<file path="config.mk">
export PLATFORM = sky130hd
export DESIGN_NAME = spi_master_cs
export DESIGN_NICKNAME = d
export VERILOG_FILES = /design/src/rtl/spi_pkg.sv /design/src/rtl/spi_edge_gen.sv /design/src/rtl/spi_master_cs.sv
export SDC_FILE = /design/constraint.sdc
export NUM_CORES = 1
export LEC_CHECK = 0
export CORE_ASPECT_RATIO = 1.1
export CORE_MARGIN = 3
export CORE_UTILIZATION = 60
export CTS_BUF_LIST = sky130_fd_sc_hd__clkbuf_16
export DETAILED_ROUTE_END_ITERATION = 6
export PLACE_DENSITY = 0.87
export SETUP_SLACK_MARGIN = 0.4
export SYNTH_ARGS = -nofsm -noshare
export SYNTH_HDL_FRONTEND = slang
export SYNTH_SLANG_ARGS = --single-unit
</file>
<file path="constraint.sdc">
create_clock -name i_FPGA_clk -period 6.2 [get_ports i_FPGA_clk]
set_input_delay 1.24 -clock i_FPGA_clk [delete_from_list [all_inputs] [get_ports i_FPGA_clk]]
set_output_delay 1.24 -clock i_FPGA_clk [all_outputs]
set_load 0.01 [all_outputs]
</file>
<file path="src/rtl/spi_pkg.sv">
// Shared definitions for the SPI master: FSM encoding, SPI_MODE bit positions
// and the number of SCLK edges that make up one byte.
package spi_pkg;

   typedef enum logic [2:0] {
      ST_IDLE,
      ST_SHIFT,
      ST_WAIT_NEXT,
      ST_CS_HOLD,
      ST_CS_GAP
   } spi_state_e;

   localparam int CPOL_BIT       = 1;
   localparam int CPHA_BIT       = 0;
   localparam int EDGES_PER_BYTE = 16;

   function automatic logic mode_bit(input int mode, input int pos);
      return 1'((mode >> pos) & 1);
   endfunction

endpackage

</file>
<file path="src/rtl/spi_edge_gen.sv">
// SCLK generator: toggles every CLKS_PER_HALF_BIT cycles while enabled and
// flags the cycle before each leading/trailing edge with a one-cycle strobe.
module spi_edge_gen
   import spi_pkg::*;
#(
   parameter int   CLKS_PER_HALF_BIT = 2,
   parameter logic CPOL              = 1'b0
) (
   input  logic clk_i,
   input  logic rst_n_i,
   input  logic en_i,
   output logic sclk_o,
   output logic lead_o,
   output logic trail_o
);

   localparam int CW = $clog2(CLKS_PER_HALF_BIT);

   logic [CW-1:0] cnt_q, cnt_d;
   logic          sclk_q, sclk_d;
   logic          half_done;

   assign half_done = en_i && (cnt_q == CW'(CLKS_PER_HALF_BIT - 1));

   // Disabling snaps SCLK back to its idle level and restarts the half-period.
   always_comb begin
      cnt_d  = cnt_q;
      sclk_d = sclk_q;
      if (!en_i) begin
         cnt_d  = '0;
         sclk_d = CPOL;
      end else if (half_done) begin
         cnt_d  = '0;
         sclk_d = ~sclk_q;
      end else begin
         cnt_d = cnt_q + 1'b1;
      end
   end

   always_ff @(posedge clk_i or negedge rst_n_i) begin
      if (!rst_n_i) begin
         cnt_q  <= '0;
         sclk_q <= CPOL;
      end else begin
         cnt_q  <= cnt_d;
         sclk_q <= sclk_d;
      end
   end

   assign sclk_o  = sclk_q;
   assign lead_o  = half_done && (sclk_q == CPOL);
   assign trail_o = half_done && (sclk_q != CPOL);

endmodule

</file>
<file path="src/rtl/spi_master_cs.sv">
// SPI master that keeps CS_n asserted across a multi-byte frame, with a
// guaranteed CS_n-high gap between frames.
module spi_master_cs
   import spi_pkg::*;
#(
   parameter int SPI_MODE          = 0,
   parameter int CLKS_PER_HALF_BIT = 2,
   parameter int CS_INACTIVE_CLKS  = 4
) (
   input  logic       i_FPGA_clk,
   input  logic       i_FPGA_rst,
   input  logic [4:0] i_TX_Count,
   input  logic [7:0] i_TX_Byte,
   input  logic       i_TX_DV,
   output logic       o_TX_Ready,
   output logic [4:0] o_RX_Count,
   output logic [7:0] o_RX_Byte,
   output logic       o_RX_DV,
   output logic       o_SPI_Clk,
   input  logic       i_SPI_MISO,
   output logic       o_SPI_MOSI,
   output logic       o_SPI_CS_n
);

   localparam logic CPOL = mode_bit(SPI_MODE, CPOL_BIT);
   localparam logic CPHA = mode_bit(SPI_MODE, CPHA_BIT);
   localparam int   TW   = 16;

   spi_state_e    state_q, state_d;
   logic [4:0]    remain_q, remain_d;
   logic [4:0]    idx_q, idx_d;
   logic [3:0]    edge_cnt_q, edge_cnt_d;
   logic [TW-1:0] tmr_q, tmr_d;
   logic [7:0]    tx_sr_q, tx_sr_d;
   logic [7:0]    rx_sr_q, rx_sr_d;
   logic          mosi_q, mosi_d;
   logic          cs_n_q, cs_n_d;
   logic          rx_dv_q, rx_dv_d;
   logic [7:0]    rx_byte_q, rx_byte_d;
   logic [4:0]    rx_cnt_q, rx_cnt_d;

   logic       sclk, lead, trail;
   logic       shift_stb, sample_stb, accept, byte_done, ready;
   logic [7:0] rx_next;
   logic [4:0] first_cnt;

   spi_edge_gen #(
      .CLKS_PER_HALF_BIT(CLKS_PER_HALF_BIT),
      .CPOL             (CPOL)
   ) u_edge_gen (
      .clk_i  (i_FPGA_clk),
      .rst_n_i(i_FPGA_rst),
      .en_i   (state_q == ST_SHIFT),
      .sclk_o (sclk),
      .lead_o (lead),
      .trail_o(trail)
   );

   assign ready      = (state_q == ST_IDLE) || (state_q == ST_WAIT_NEXT);
   assign accept     = ready && i_TX_DV;
   assign shift_stb  = CPHA ? lead : trail;
   assign sample_stb = CPHA ? trail : lead;
   assign rx_next    = sample_stb ? {rx_sr_q[6:0], i_SPI_MISO} : rx_sr_q;
   assign byte_done  = (lead || trail) && (edge_cnt_q == 4'(EDGES_PER_BYTE - 1));
   assign first_cnt  = (i_TX_Count == '0) ? 5'd1 : i_TX_Count;

   always_comb begin
      state_d    = state_q;
      remain_d   = remain_q;
      idx_d      = idx_q;
      edge_cnt_d = edge_cnt_q;
      tmr_d      = '0;
      tx_sr_d    = tx_sr_q;
      rx_sr_d    = rx_sr_q;
      mosi_d     = mosi_q;
      rx_dv_d    = 1'b0;
      rx_byte_d  = rx_byte_q;
      rx_cnt_d   = rx_cnt_q;

      // With CPHA=0 the first bit must already be on MOSI before the first edge.
      if (accept) begin
         state_d    = ST_SHIFT;
         edge_cnt_d = '0;
         rx_sr_d    = '0;
         if (state_q == ST_IDLE) begin
            remain_d = first_cnt - 5'd1;
            idx_d    = '0;
         end else begin
            remain_d = remain_q - 5'd1;
         end
         if (CPHA) begin
            tx_sr_d = i_TX_Byte;
         end else begin
            mosi_d  = i_TX_Byte[7];
            tx_sr_d = {i_TX_Byte[6:0], 1'b0};
         end
      end

      unique case (state_q)
         ST_SHIFT: begin
            if (lead || trail) edge_cnt_d = edge_cnt_q + 4'd1;
            if (shift_stb) begin
               mosi_d  = tx_sr_q[7];
               tx_sr_d = {tx_sr_q[6:0], 1'b0};
            end
            rx_sr_d = rx_next;
            if (byte_done) begin
               rx_dv_d   = 1'b1;
               rx_byte_d = rx_next;
               rx_cnt_d  = idx_q;
               idx_d     = idx_q + 5'd1;
               state_d   = (remain_q == '0) ? ST_CS_HOLD : ST_WAIT_NEXT;
            end
         end
         ST_CS_HOLD: begin
            if (tmr_q == TW'(CLKS_PER_HALF_BIT - 1)) state_d = ST_CS_GAP;
            else                                     tmr_d   = tmr_q + 1'b1;
         end
         ST_CS_GAP: begin
            if (tmr_q == TW'(CS_INACTIVE_CLKS - 1)) state_d = ST_IDLE;
            else                                    tmr_d   = tmr_q + 1'b1;
         end
         default: ;
      endcase

      cs_n_d = !(state_d inside {ST_SHIFT, ST_WAIT_NEXT, ST_CS_HOLD});
   end

   always_ff @(posedge i_FPGA_clk or negedge i_FPGA_rst) begin
      if (!i_FPGA_rst) begin
         state_q    <= ST_IDLE;
         remain_q   <= '0;
         idx_q      <= '0;
         edge_cnt_q <= '0;
         tmr_q      <= '0;
         tx_sr_q    <= '0;
         rx_sr_q    <= '0;
         mosi_q     <= 1'b0;
         cs_n_q     <= 1'b1;
         rx_dv_q    <= 1'b0;
         rx_byte_q  <= '0;
         rx_cnt_q   <= '0;
      end else begin
         state_q    <= state_d;
         remain_q   <= remain_d;
         idx_q      <= idx_d;
         edge_cnt_q <= edge_cnt_d;
         tmr_q      <= tmr_d;
         tx_sr_q    <= tx_sr_d;
         rx_sr_q    <= rx_sr_d;
         mosi_q     <= mosi_d;
         cs_n_q     <= cs_n_d;
         rx_dv_q    <= rx_dv_d;
         rx_byte_q  <= rx_byte_d;
         rx_cnt_q   <= rx_cnt_d;
      end
   end

   assign o_TX_Ready = ready;
   assign o_RX_Count = rx_cnt_q;
   assign o_RX_Byte  = rx_byte_q;
   assign o_RX_DV    = rx_dv_q;
   assign o_SPI_Clk  = sclk;
   assign o_SPI_MOSI = mosi_q;
   assign o_SPI_CS_n = cs_n_q;

endmodule

</file>
---- Yosys cells after proc, flatten, opt, wreduce, memory -nomap -nowiden ----
Index checks and enable logic that the tools add are counted.
word-level totals
  flip-flop bits (word level) ............. 67
  bits in latches ......................... 0
  bits in writable memories ............... 0
  memory bits (read-only) ................. 0
  bits of input ports ..................... 17
  output and inout port bits .............. 18
  logic and storage cells ................. 79
  memories ................................ 0
operators by class
  $add $sub $neg .......................... 6
  multipliers ............................. 0
  divide/modulo/power cells ............... 0
  $lt $le $gt $ge ......................... 0
  equality and inequality tests ........... 11
  shifts and indexed selects .............. 0
  multiplexer cells ....................... 33
  bitwise gates (word level) .............. 1
  reduce and logical (&&, ||, !) cells .... 14
operators with widths
  kind                                                                 number
  8-bit two-way mux                                                    6
  16-bit two-way mux                                                   2
  16-bit one-hot mux with 2 select lines                               1
  5-bit two-way mux                                                    6
  16-bit by 1-bit adder with 16-bit output (second input constant)     1
  16-bit by 1-bit == test with 1-bit output (second input constant)    1
  16-bit by 2-bit == test with 1-bit output (second input constant)    1
  3-bit by 2-bit == test with 1-bit output (second input constant)     4
  3-bit two-way mux                                                    4
  4-bit two-way mux                                                    3
  5-bit logical NOT                                                    2
  1-bit two-way mux                                                    10
  5-bit by 1-bit subtractor with 5-bit output (second input constant)  2
  3-bit one-hot mux with 3 select lines                                1
  3-bit by 1-bit == test with 1-bit output (second input constant)     2
  5-bit by 1-bit adder with 5-bit output (second input constant)       1
  1-bit logical AND                                                    5
  4-bit by 1-bit adder with 4-bit output (second input constant)       1
  4-bit == test (second input constant)                                1
  3-bit == test (second input constant)                                1
  3-bit logical NOT                                                    1
  3-bit nonzero test                                                   1
  1-bit logical OR                                                     2
  2-bit inequality test (second input constant)                        1
  5 further kinds                                                      5

---- Logic depth before layout (Yosys ltp) ----
  depth after elaboration ................. 10
  gate-level depth with buffers ........... 9
  depth with buffers taken out ............ 8

---- Modules after synthesis ----
A second synthesis with hierarchy kept.
unflattened totals
  cell total of the unflattened synthesis .. 343
  area, all modules ....................... 3368.2 µm²
modules (own cells, without submodules)
  module         times used  cells each  area an instance (µm²)  seq. area each (µm²)
  spi_master_cs  1           335         3279.4                  1627.8
  spi_edge_gen   1           8           88.8                    50.0

---- Least setup slack after synthesis ----
No wires, ideal clock.
  kind .................................... in2reg
  start ................................... input port i_TX_Count[1]
  end ..................................... register remain_q[4]
  library setup time ...................... 124 ps
  data arrival time ....................... 2443 ps
  required time ........................... 6076 ps
  slack ................................... 3633 ps
  stages .................................. 8
  buffers on the path ..................... 0
  cells stage by stage .................... nor4_1 o21ai_1 a21boi_1 ha_1 nor3b_1 xor2_1 o21ai_0 a2bb2oi_1
on the way
  cells in the longest elaborated chain, start to end .. 4
ends and longest elaborated chain
  item                                           line                  text
  start, declared                                spi_master_cs.sv:12   input logic [4:0] i_TX_Count,
  5-bit logical NOT                              spi_master_cs.sv:65   assign first_cnt = (i_TX_Count == '0) ? 5'd1 : i_TX_Count;
  5-bit two-way mux *                            spi_master_cs.sv:65
  5-bit by 1-bit subtractor with 5-bit output *  spi_master_cs.sv:86   remain_d = first_cnt - 5'd1;
  5-bit two-way mux *                            spi_master_cs.sv:85   if (state_q == ST_IDLE) begin
  end signal, assigned                           spi_master_cs.sv:145  remain_q <= remain_d;
  end, declared                                  spi_master_cs.sv:30   logic [4:0] remain_q, remain_d;
Mark *: on every way between the ends. The rest lies on a longest branch, timed or not.
A chain may end at the register's enable or synchronous reset.

---- Final worst setup path ----
  start ................................... input port i_TX_Count[3]
  end ..................................... register remain_q[4]
Same word-level chain as after synthesis.

==> flow_summary.toml <==
[setup_path]
endpoint_kind = "register"
cp-start-kind = "primary input"
worstPathMaxFanout = 6
reg2regPathDepth = 7
critical_path_class = "in2reg"
max_stage_delay_ps = 570
crit_path_top_delay_cell = "clkdlybuf4s50_1"
arrival_ps = 3140
worstPathCellList = "clkdlybuf4s50_1 -> nor4_1 -> o21ai_1 -> a21boi_1 -> ha_1 -> nor3b_1 -> xor2_1 -> o21ai_0 -> a2bb2oi_1"
critPathRequiredTime_ps = 6450

[timing]
min_period_over_period_pct = 46.68
fin_crit_ps = 2894
rsz0062_at_grt = "false"
setup_viol_count_final = 0
fmax_ghz = 0.3455
hold_viol_final = 0
worstMarginPinSlew_ps = 811.5
final.setup_skew_ps = 4.668
fin_setup_tns_ps = 0
hold_ws_ps = 473.2
max_slew_margin_pct = 45.90
final_max_slew_viol_count = 0

[synthesis]
ys_seq_elements = 67
synth_area_um2 = 3341
netlist_top_cells_area = "dfrtp_1 49%, mux2i_1 6.3%, nand2_1 5.5%"
ys_async_sr_fraction_pct = 100.0
yosys.area.top_type = "dfrtp_1"
synth_edf_count = 0
netlist_instances = 316
ys_types = 53
ys_seq_area_share_pct = 50.22
yosys_warnings = 0
syn_avg_cell_area_um2 = 10.57
syn_nets = 338
synth_top_area_share_pct = 49.44
ys.flop_type = "dfrtp_1"

[placed_design]
gp_congestion = 0.8563
dp_hpwl_mm = 4.222
numPortBuffers = 34

[drt]
drc = 0
routed_via_density = 5.820
drt-total-wl_mm = 6.400
drt_iter0_drc = 203
routedWlPerCell_um = 15.13
dr_total_vias = 2462
dr.pass1.iters = 4
ant_nets = 0

[power_and_ir_drop]
powerDensity_nw_per_um2 = 335.9
ir_worst_vdd_uv = 210.7
leakagePower_nw = 1.580

[global_routing]
grt_max_degree = 68
track_usage_pct = 21.79
grt_pass1_vias = 2435
overflow = 0
grt_pass1_wl_mm = 11.34
antenna_found_initial = 0

[clocking]
clkLatencyLatePin_ps = 330
cts.repair.resized = 0
cts_root_buf = "clkbuf_16"
cts.clk_slew.worst_paths_ps = 60
postCtsSetupBuffers = 0
cts_buffers = 9
hold_buffers = 0
cts_tree = "done"
numClockSinks = 67
clk_path_buf_depth = 2
htreeDepth = 3

[die]
start_util_pct = 64.21
core-area_um2 = 5202
io_pins = 35
die_h_um = 84.26
rows = 27
die_x_um = 77.15
dieArea_um2 = 6500

[job]
drv_cap = 0

[finish]
area_growth_pct = 18.35
layout_common_cells = "66 x dfrtp_1, 49 x nand2_1, 33 x clkdlybuf4s50_1"
final_common_cell = "dfrtp_1"
drive_gt1_share_pct = 11.40
fin_nets = 368
num_antenna_cells = 0
n_fill_cell = 372

[min_path]
hold_class = "reg2reg"
holdPathStages = 2

[outcome]
status = "finished, final reports clean"
==> cell families after synthesis <==
logic type	count (synthesis)	share of synthesized area, %
fa+ha+maj	5	1.873
mux	22	6.629
buf+inv	21	4.943
xor+xnor	17	4.457
flops	67	50.22
simple gates	115	18.05
compound gates	69	13.82
==> cell type report <==
type	count	area (µm²)	area share [%]
clock buffers	9	225.2	5.696
flip-flops and latches	67	1678	42.44
inverters	4	15.01	0.3797
multi-input cells	228	1503	38.01
well taps	72	90.09	2.278
repair buffers	36	350.3	8.861
clock inverters	7	92.59	2.342
==> worst paths after layout <==
check	slack, ps	start	end
worst max-delay path	3310	i_TX_Count[3]	remain_q[4]
worst min-delay path	470	o_RX_Count[1]	o_RX_Count[1]
worst max register to register	3900	state_q[2]	remain_q[4]
worst min register to register	470	o_RX_Count[1]	o_RX_Count[1]
max in group asynchronous	4570	i_FPGA_rst	tmr_q[5]
min in group asynchronous	1070	i_FPGA_rst	o_RX_DV
==> cells in the mapped netlist, types with 6 or more instances <==
cell type and number:
a21oi_1 13, a21oi_2 11, a22o_1 9, buf_6 6
dfrtp_1 66, mux2i_1 21, nand2_1 49, nand3_1 11
nand4_1 6, nor2_1 13, nor3_1 9, nor4_1 8
o21ai_1 18, xnor2_1 12
==> power breakdown <==
group	internal [mW]	switching (mW)	leakage [nW]
sequential	0.510	0.0807	0.872
clock	0.350	0.189	0.149
combinational	0.0932	0.105	0.559
total	0.954	0.375	1.58
==> critical path, delay by kind of cell <==
family	cells	cell delay [ps]
AOI/OAI and AO/OA	4	560
adders and majority gates	1	290
xor gates and xnor gates	1	160
and+or+nand+nor	2	330
buffers and inverters	1	570
==> layer usage <==
layer,vias up,share of wire [%],GRT usage [%]
met1,1197,43,28.12
met5,-,0,0
met3,9,4.1,5.150
li1,1188,-,-
met2,68,51,36.14
met4,0,1.4,7.443
==> state kept, by name, summed over array words and instances (netlist names) <==
register	flops
o_SPI_MOSI	1
o_RX_Count	5
o_RX_DV	1
rx_sr_q	8
edge_cnt_q	4
u_edge_gen.sclk_o	1
idx_q	5
o_RX_Byte	8
tx_sr_q	8
state_q	3
o_SPI_CS_n	1
u_edge_gen.cnt_q	1
remain_q	5
tmr_q	16
==> metrics by stage <==
step                utilization, %  instances  power [mW]  worst slack (ps)  instance area, µm²
detailed placement           69.89        407      0.7949              2975                3636
CTS                          76.00        423       1.335              3325                3954
floorplan                        -        316      0.7351              3633                3341
global route                 76.00        423       1.397              3079                3954
global placement             69.89        407      0.7800              3042                3636
finish                       76.00        423       1.328              3306                3954
Power figures use the tool's default switching activity.
